## config.mk

```make
export PLATFORM = sky130hd
export DESIGN_NAME = div_unit
export DESIGN_NICKNAME = d
export VERILOG_FILES = /design/src/rtl/div_unit_pkg.sv /design/src/rtl/div_unit.sv
export SDC_FILE = /design/constraint.sdc
export NUM_CORES = 1
export LEC_CHECK = 0
export BUFFER_PORTS_ARGS = -buffer_cell sky130_fd_sc_hd__buf_2
export CAP_MARGIN = 20
export CORE_MARGIN = 1.5
export CORE_UTILIZATION = 27
export CTS_BUF_LIST = sky130_fd_sc_hd__clkbuf_16
export DETAILED_ROUTE_END_ITERATION = 12
export PLACE_DENSITY = 0.46
export SYNTH_ARGS = -nofsm -noshare
export SYNTH_HDL_FRONTEND = slang
export SYNTH_SLANG_ARGS = --single-unit
```

## constraint.sdc

```tcl
create_clock -name clk -period 9.3 [get_ports clk]
set_input_delay 0.93 -clock clk [delete_from_list [all_inputs] [get_ports clk]]
set_output_delay 0.93 -clock clk [all_outputs]
set_load 0.01 [all_outputs]
```

## src/rtl/div_unit_pkg.sv

```systemverilog
// Shared types for the iterative divider: FSM state encoding.
package div_unit_pkg;

   typedef enum logic [1:0] {
      DIV_ST_IDLE = 2'd0,
      DIV_ST_CALC = 2'd1,
      DIV_ST_FIX  = 2'd2,
      DIV_ST_DONE = 2'd3
   } div_state_e;

endpackage

```

## src/rtl/div_unit.sv

```systemverilog
// Iterative radix-2 restoring divider (DIV/DIVU/MOD/MODU) for the EX stage.
// Works on magnitudes, then applies truncating-division signs in FIX.
module div_unit
   import div_unit_pkg::*;
#(
   parameter int WIDTH = 32
) (
   input  logic             clk,
   input  logic             rst,
   input  logic             start,
   input  logic             is_signed,
   input  logic             flush,
   input  logic [WIDTH-1:0] a,
   input  logic [WIDTH-1:0] b,
   output logic             busy,
   output logic             done,
   output logic [WIDTH-1:0] quotient,
   output logic [WIDTH-1:0] remainder,
   output logic             div_by_zero
);

   localparam int CNT_W = $clog2(WIDTH) + 1;

   div_state_e       state;
   div_state_e       next_state;
   logic [CNT_W-1:0] cnt;
   logic [WIDTH-1:0] rem_r;
   logic [WIDTH-1:0] quo_r;
   logic [WIDTH-1:0] dvsr_r;
   logic             neg_q;
   logic             neg_r;
   logic             zero_r;

   // Operand magnitudes; |100..0| is 100..0 as an unsigned WIDTH-bit value.
   logic [WIDTH-1:0] a_mag;
   logic [WIDTH-1:0] b_mag;
   logic             b_zero;
   assign a_mag  = (is_signed && a[WIDTH-1]) ? -a : a;
   assign b_mag  = (is_signed && b[WIDTH-1]) ? -b : b;
   assign b_zero = (b == '0);

   // One restoring step: shift the next dividend bit in and trial-subtract.
   logic [WIDTH:0] shifted;
   logic [WIDTH:0] trial;
   logic           fits;
   assign shifted = {rem_r, quo_r[WIDTH-1]};
   assign trial   = shifted - {1'b0, dvsr_r};
   assign fits    = (shifted >= {1'b0, dvsr_r});

   // State register.
   always_ff @(posedge clk or posedge rst) begin
      // NOTE: sequential state uses non-blocking assignments so every register
      // samples pre-edge values regardless of block ordering.
      if (rst) state <= DIV_ST_IDLE;
      else     state <= next_state;
   end

   // Next-state logic; flush aborts from any state, even over start.
   always_comb begin
      // NOTE: default first so no path leaves next_state unassigned (no latch).
      next_state = state;
      if (flush) begin
         next_state = DIV_ST_IDLE;
      end else begin
         case (state)
            DIV_ST_IDLE: if (start) next_state = b_zero ? DIV_ST_FIX : DIV_ST_CALC;
            DIV_ST_CALC: if (cnt == CNT_W'(WIDTH - 1)) next_state = DIV_ST_FIX;
            DIV_ST_FIX:  next_state = DIV_ST_DONE;
            DIV_ST_DONE: next_state = DIV_ST_IDLE;
            default:     next_state = DIV_ST_IDLE;
         endcase
      end
   end

   // Handshake outputs decoded from state.
   always_comb begin
      busy = (state != DIV_ST_IDLE);
      done = (state == DIV_ST_DONE);
   end

   // Datapath: capture operands, iterate, then sign-fix into the held result registers.
   always_ff @(posedge clk or posedge rst) begin
      // NOTE: these are a handful of flops, not a memory, so all of them are
      // reset; the result outputs must read zero straight out of reset.
      if (rst) begin
         cnt         <= '0;
         rem_r       <= '0;
         quo_r       <= '0;
         dvsr_r      <= '0;
         neg_q       <= 1'b0;
         neg_r       <= 1'b0;
         zero_r      <= 1'b0;
         quotient    <= '0;
         remainder   <= '0;
         div_by_zero <= 1'b0;
      end else if (!flush) begin
         case (state)
            DIV_ST_IDLE: begin
               if (start) begin
                  // Divide-by-zero keeps the raw dividend so it can be returned as-is.
                  quo_r  <= b_zero ? a : a_mag;
                  dvsr_r <= b_mag;
                  rem_r  <= '0;
                  cnt    <= '0;
                  neg_q  <= is_signed & (a[WIDTH-1] ^ b[WIDTH-1]);
                  neg_r  <= is_signed & a[WIDTH-1];
                  zero_r <= b_zero;
               end
            end
            DIV_ST_CALC: begin
               rem_r <= fits ? trial[WIDTH-1:0] : shifted[WIDTH-1:0];
               quo_r <= {quo_r[WIDTH-2:0], fits};
               cnt   <= cnt + CNT_W'(1);
            end
            DIV_ST_FIX: begin
               if (zero_r) begin
                  quotient    <= '1;
                  remainder   <= quo_r;
                  div_by_zero <= 1'b1;
               end else begin
                  quotient    <= neg_q ? -quo_r : quo_r;
                  remainder   <= neg_r ? -rem_r : rem_r;
                  div_by_zero <= 1'b0;
               end
            end
            default: ;
         endcase
      end
   end

endmodule

```

==> metrics.txt, run 1 <==
Post-synth ARST share=1.00; global route overflow=0; area leader, netlist=dfrtp_1; Fin Hold WS=471 ps; most frequent cells in the layout=176 x nand2_1, 171 x dfrtp_1, 142 x nor2_1; worst r2r path cells=12; # port buffers=135; commonest register cell after synthesis=dfrtp_1; CP peak stage delay=about 440 ps; CP startpoint=quo_r[31]$_DFFE_PP0P_; worst endpoint required time=9630 ps; dpl cells=2014; die area=between 0.04 and 0.05 mm^2; CP Max Fanout=5; setup ws final=5780 ps; die height=210 um; Final Max Tran Viols=0; DP Worst Slack=5380 ps; final setup fails=0; crit-path cells=inv_1, ha_1, inv_1, fa_1, a21o_1, a221oi_1, o22ai_1, a221o_1, a21oi_1, o21ai_0, xor2_1, a221o_1; most common cell after layout, fill and taps aside=nand2_1; Cell Rows=75; Leak=5.84 nW; achievable clock frequency=284 MHz; HPWL Detailed=27.4 mm; Crit-path slowest cell=a221oi_1; largest net degree at the start of global routing=72; RSZ-0062 raised after global routing=false; Combinational Power Share=0.479; worst min-delay path class=input port to asynchronous set/reset pin; WP buf/inv=2; Synth area leaders=dfrtp_1 37%, xor2_1 7.4%, a21oi_1 6.1%; relative slew slack=0.335; NetSw=0.00183 W; top-area cell type share of the netlist area=0.373; Starting Density=0.274; Max VDD drop=approximately 0.00013 V; antenna violations before repair=1; # fillers=between 4000 and 5000; CTS Buffer Depth=2; measured slew at the worst slew-check pin=around 1000 ps; register bit total from synthesis=172; Post-synth EDFFs=0; Power Density=between 300 and 400 mW/mm^2; crit path DAT=3850 ps; Core Area=~0.042 mm^2; Tmin final=3520 ps; share of cells above drive strength 1=0.133; Fin Clk Skew=10.1 ps; Fin. Hold Viols=0; Synth cell types=64; routability congestion estimate from global placement=~0.87; non-filler cells, final=2047; worst reg2reg path startpoint=quo_r[31]$_DFFE_PP0P_; GRT Total Usage=0.167; Clock Latency Late Sink=450 ps; area grow syn2layout=14.6%; Seq/Total Area, Yosys=0.373; CTS root buf=clkbuf_16; design area=0.0132 mm^2; number of vias per cell=4.99; CP Depth=12; post-placement cell area=0.0127 mm^2; H-tree depth=4; Crit. End Element=flip-flop; first-pass GRT wire length=57.2 mm; Clock Power Share=0.177; final WL=roughly 36 mm; status=complete, no violations; Pre-antenna DRT Iters=5; vias=10200; Antenna Nets Post-Route=0; crit share post-route=0.378; Die Wd=210 um; synthesized area=0.0115 mm^2; CP top delay family=compound AO/OA/AOI/OAI gates; IO Pins=around 140; sequential share of power=0.344; Reg clk slew, reported paths=70 ps; post-cts resize count=0; gate count of the mapped netlist=1410; Synth Area per Inst=around 8.2 um^2; 1st-iter DRT viols=around 770; CTS Sinks=172; synth warn=0; CTS buffer count=17; wire per inst=17.8 um; internal power=~0.0021 W; hold buffers post-CTS=0; vias in the first global route=around 9800; CTS tree=built; CP Launch Type=flip-flop; postcts setup bufs=0; TNS Setup=0 ps; Final #Nets=1605; Max-cap violations=0; Sw Share=0.460; drc violations=0; Syn Nets=approximately 1500; Setup CP Type=flip-flop to flip-flop
-- flip-flops by register name (all words and copies together), names as in the netlist --
| register | cells |
|---|---|
| div_by_zero | 1 |
| quotient | 32 |
| neg_r | 1 |
| state | 2 |
| zero_r | 1 |
| cnt | 6 |
| dvsr_r | 32 |
| neg_q | 1 |
| rem_r | 32 |
| quo_r | 32 |
| remainder | 32 |
-- logic make-up (layout without fill, tap and decap cells) --
group	Yosys count	after routing	synth area share
flops	172	172	0.373
compound gates	426	426	0.217
other cells	0	1	0
fa+ha+maj	42	42	0.0462
xor+xnor	144	144	0.109
buf+inv	136	233	0.0459
mux	25	25	0.0217
simple gates	465	465	0.186
-- metal layers --
metal	wire [um]	vias to the layer above	global-route usage
met5	0	-	0
met4	470	0	0.0439
met3	1540	25	0.0248
met2	16100	224	0.253
met1	18400	4852	0.245
li1	-	5117	-
-- path summary, 6_finish.rpt --
| path | endpoint | slack (ps) |
|---|---|---|
| min reg2reg | remainder[26]$_DFFE_PP0P_ | 480 |
| min in group clk | remainder[26]$_DFFE_PP0P_ | 480 |
| max reg2reg | rem_r[20]$_DFFE_PP0P_ | 5780 |
| min | quotient[0]$_DFFE_PP0P_ | 470 |
| max in group asynchronous | zero_r$_DFFE_PP0P_ | 7420 |
| max | rem_r[20]$_DFFE_PP0P_ | 5780 |
-- synth_stat cells, types with 3 or more instances --
master and instances:
nor2_1 144, a21o_1 14, buf_1 4, nor3_1 16
a211oi_1 4, or3_1 15, o21ai_0 138, or2_2 8
o21bai_1 4, o21ai_1 9, o22ai_1 32, nand2b_1 16
mux2i_1 25, and2_1 6, a31oi_1 5, nand4_1 12
clkbuf_1 76, nor4_1 8, ha_1 41, dfrtp_1 172
o211ai_1 7, o31ai_1 26, nand3_1 23, o41ai_1 13
nand4b_1 3, or4_1 8, o221ai_1 4, and3_1 6
o21a_1 6, nand2_1 176, inv_1 53, a21oi_1 140
xnor2_1 47, nand3b_1 4, a32oi_1 4, a221o_1 4
xor2_1 97, nor2b_1 7
-- per-stage QoR --
| step | utilization | total power (W) |
|---|---|---|
| 6_report | 0.314 | 0.00397 |
| 5_1_grt | 0.314 | 0.00431 |
| 4_1_cts | 0.314 | 0.00401 |
| 3_5_place_dp | 0.301 | 0.00329 |
| 3_3_place_gp | 0.301 | 0.00328 |
| 2_1_floorplan | - | 0.00263 |
-- power by group through the flow --
stage	clock, W	combinational [W]	sequential, W
5_1_grt	0.000751	0.00215	0.00141
4_1_cts	0.000721	0.00192	0.00137
3_3_place_gp	0	0.00191	0.00137
6_report	0.000701	0.00190	0.00137
2_1_floorplan	0	0.00134	0.00129
3_5_place_dp	0	0.00191	0.00138
-- layout make-up --
type	instances	area, um^2	area share
Multi-Input combinational cell	1102	6700	0.507
Inverter	53	204	0.0154
Clock inverter	15	123	0.00928
Tap cell	539	674	0.0511
Antenna cell	1	2.50	0.000189
Clock buffer	17	425	0.0322
Timing Repair Buffer	148	773	0.0585
Sequential cell	172	4310	0.326
-- worst register-to-register path, delay by kind of cell, from the launching register on --
| kind | cells | cell delay, ps |
|---|---|---|
| fa+ha+maj | 2 | 580 |
| buf+inv | 2 | 170 |
| flops | 1 | 430 |
| compound gates | 7 | 2060 |
| xor+xnor | 1 | 160 |
(Power assumes the default switching activity.)
==> run 2, diff against run 1 <==
Clock period 9.3 ns to 3.6 ns, I/O delays scaled along.
==> run 2 against run 1 <==
Compared with the run above:
- the run now ends with hold timing left
- clock-buffer cell count unchanged
- first-iteration DRC count decreased by 8.1%
- global-route usage increased by 0.23 points
- largest cell class unchanged
- sequential power increased to 2.5 times the previous value
- die area unchanged
- highest routed layer unchanged
- critical path depth unchanged
- worst setup slack got worse by 5500 ps
- clock power increased to 2.8 times the previous value
==> metrics.txt, run 2 (synthesized netlist as in run 1, its figures left out) <==
most frequent cells in the layout=176 x nand2_1, 171 x dfrtp_1, 142 x nor2_1; measured slew at the worst slew-check pin=1010 ps (+16.4 ps); dpl cells=2045 (+1.5%); Tmin final=3300 ps (-220 ps); Starting Density=0.274 (unchanged); worst endpoint required time=3940 ps (-5690 ps); most common cell after layout, fill and taps aside=nand2_1; die area=0.0439 mm^2 (unchanged); failing checks=hold timing; vias in the first global route=9985 (+2.1%); post-cts resize count=0 (unchanged); CTS root buf=clkbuf_16; Setup CP Type=flip-flop to flip-flop; die height=210 um (unchanged); Power Density=777 mW/mm^2 (+160%); Max-cap violations=0 (unchanged); CTS Sinks=172 (unchanged); met3 GRT Util=0.0223 (-0.00254); Leak=6.03 nW (+3.3%); postcts setup bufs=0 (unchanged); area grow syn2layout=17.3%; CTS Buffer Depth=2 (unchanged); CTS buffer count=17 (unchanged); status=finished with violations; crit share post-route=0.916 (+0.538); RSZ-0062 raised after global routing=false; CP Max Fanout=4 (-1); 1st-iter DRT viols=704 (-8.1%); non-filler cells, final=2078 (+1.5%); hold buffers post-CTS=0 (unchanged); register-to-register setup slack=300 ps (-5480 ps); crit path DAT=3640 ps (-210 ps); Max VDD drop=0.000303 V (+130%); worst reg2reg path startpoint=quo_r[31]$_DFFE_PP0P_; Pre-antenna DRT Iters=6 (+1); final WL=36.9 mm (+1.2%); Crit. End Element=flip-flop; Antenna Nets Post-Route=0 (unchanged); Clock Latency Late Sink=460 ps (about the same); Final #Nets=1636 (+1.9%); final setup fails=0 (unchanged); CP Launch Type=flip-flop; Fin Clk Skew=12.4 ps (+2.36 ps); Crit-path slowest cell=dfrtp_1; worst min-delay path class=input port to asynchronous set/reset pin; # port buffers=135 (unchanged); antenna violations before repair=1 (unchanged); CP startpoint=quo_r[31]$_DFFE_PP0P_; Fin. Hold Viols=1 (+1); # fillers=4511 (-0.90%); H-tree depth=4 (unchanged); CP peak stage delay=440 ps (about the same); relative slew slack=0.324 (-0.0110); share of cells above drive strength 1=0.152 (+0.0194); largest net degree at the start of global routing=114 (+58%); Most Crowded Layer GR=met2; vias=10500 (+2.4%); GRT met2 Usage=0.256 (+0.00298); first-pass GRT wire length=57.9 mm (+1.3%); drc violations=0 (unchanged); wire per inst=17.8 um (-0.27%); M1 GR Usage=0.250 (+0.00479); Reg clk slew, reported paths=70 ps (about the same); global route overflow=0 (unchanged); Fin Hold WS=-0.471 ps (-471 ps); Die Wd=210 um (unchanged); CP top delay family=compound AO/OA/AOI/OAI gates; Final Max Tran Viols=0 (unchanged); IO Pins=136 (unchanged); WP buf/inv=2 (unchanged); CTS tree=built; number of vias per cell=5.03 (+0.84%); TNS Setup=0 ps (unchanged); GRT Total Usage=0.169 (+0.00230); routability congestion estimate from global placement=0.881 (+1.6%); Final Total Pwr=0.0105 W (+160%); HPWL Detailed=27.8 mm (+1.2%); achievable clock frequency=303 MHz (+6.7%); Cell Rows=75 (unchanged); crit-path cells=inv_1, ha_1, inv_1, fa_1, a21o_1, a221oi_2, o22ai_1, a221o_1, a21oi_1, o21ai_0, xor2_1, a221o_1; Core Area=0.0420 mm^2 (unchanged)
-- run 2: changes by cell type in the layout (fill, tap and decap cells not counted), sizes merged --
| cell | before | now |
|---|---|---|
| clkinvlp | 5 | 3 |
| buf | 148 | 179 |
| bufinv | 1 | 2 |
| clkinv | 4 | 5 |
-- run 2: power by group --
part           switching, W  total, W  internal [W]
registers          0.000811   0.00348       0.00267
clock network      0.000897   0.00193       0.00103
logic               0.00308   0.00510       0.00202
total               0.00478    0.0105       0.00573
-- run 2: per-stage QoR --
| stage | hold WS, ps | cell area, um^2 | setup WS (ps) | util |
|---|---|---|---|---|
| floorplan | 423 | 11500 | 494 | - |
| global placement | 456 | 12900 | 248 | 0.308 |
| detailed placement | 460 | 12900 | 172 | 0.308 |
| CTS | 16.9 | 13500 | 174 | 0.321 |
| global route | 28.8 | 13500 | 69.8 | 0.322 |
| finish | -0.471 | 13500 | 303 | 0.322 |
-- run 2: area by class of cell --
| type | count | area, um^2 | share of cell area |
|---|---|---|---|
| timing repair buffer | 179 | 1040 | 0.0772 |
| tap | 539 | 674 | 0.0499 |
| sequential | 172 | 4310 | 0.318 |
| multi-input combinational | 1102 | 6710 | 0.496 |
| antenna | 1 | 2.50 | 0.000185 |
| clock inverter | 15 | 161 | 0.0119 |
| clock buffer | 17 | 425 | 0.0315 |
| inverter | 53 | 203 | 0.0150 |
-- run 2: final timing paths --
kind	to	depth (start not counted)
setup reg to reg	rem_r[20]$_DFFE_PP0P_	12
hold reg to reg	quotient[30]$_DFFE_PP0P_	2
setup / recovery	rem_r[20]$_DFFE_PP0P_	12
min in group clk	state[0]$_DFFE_PP0P_	2
max in group asynchronous	quo_r[25]$_DFFE_PP0P_	3
hold / removal	remainder[10]$_DFFE_PP0P_	3
-- run 2: routing by layer --
| metal | wire length (um) | part of all wire |
|---|---|---|
| met4 | 550 | 0.015 |
| met2 | 16100 | 0.44 |
| met1 | 18600 | 0.50 |
| met3 | 1660 | 0.045 |
| met5 | 0 | 0 |
-- run 2: worst register-to-register path: cells and delay by family (launching register included) --
kind | cells | cell delay (ps)
compound gates | 7 | 1840
xor+xnor | 1 | 150
fa+ha+maj | 2 | 580
buf+inv | 2 | 170
flops | 1 | 440
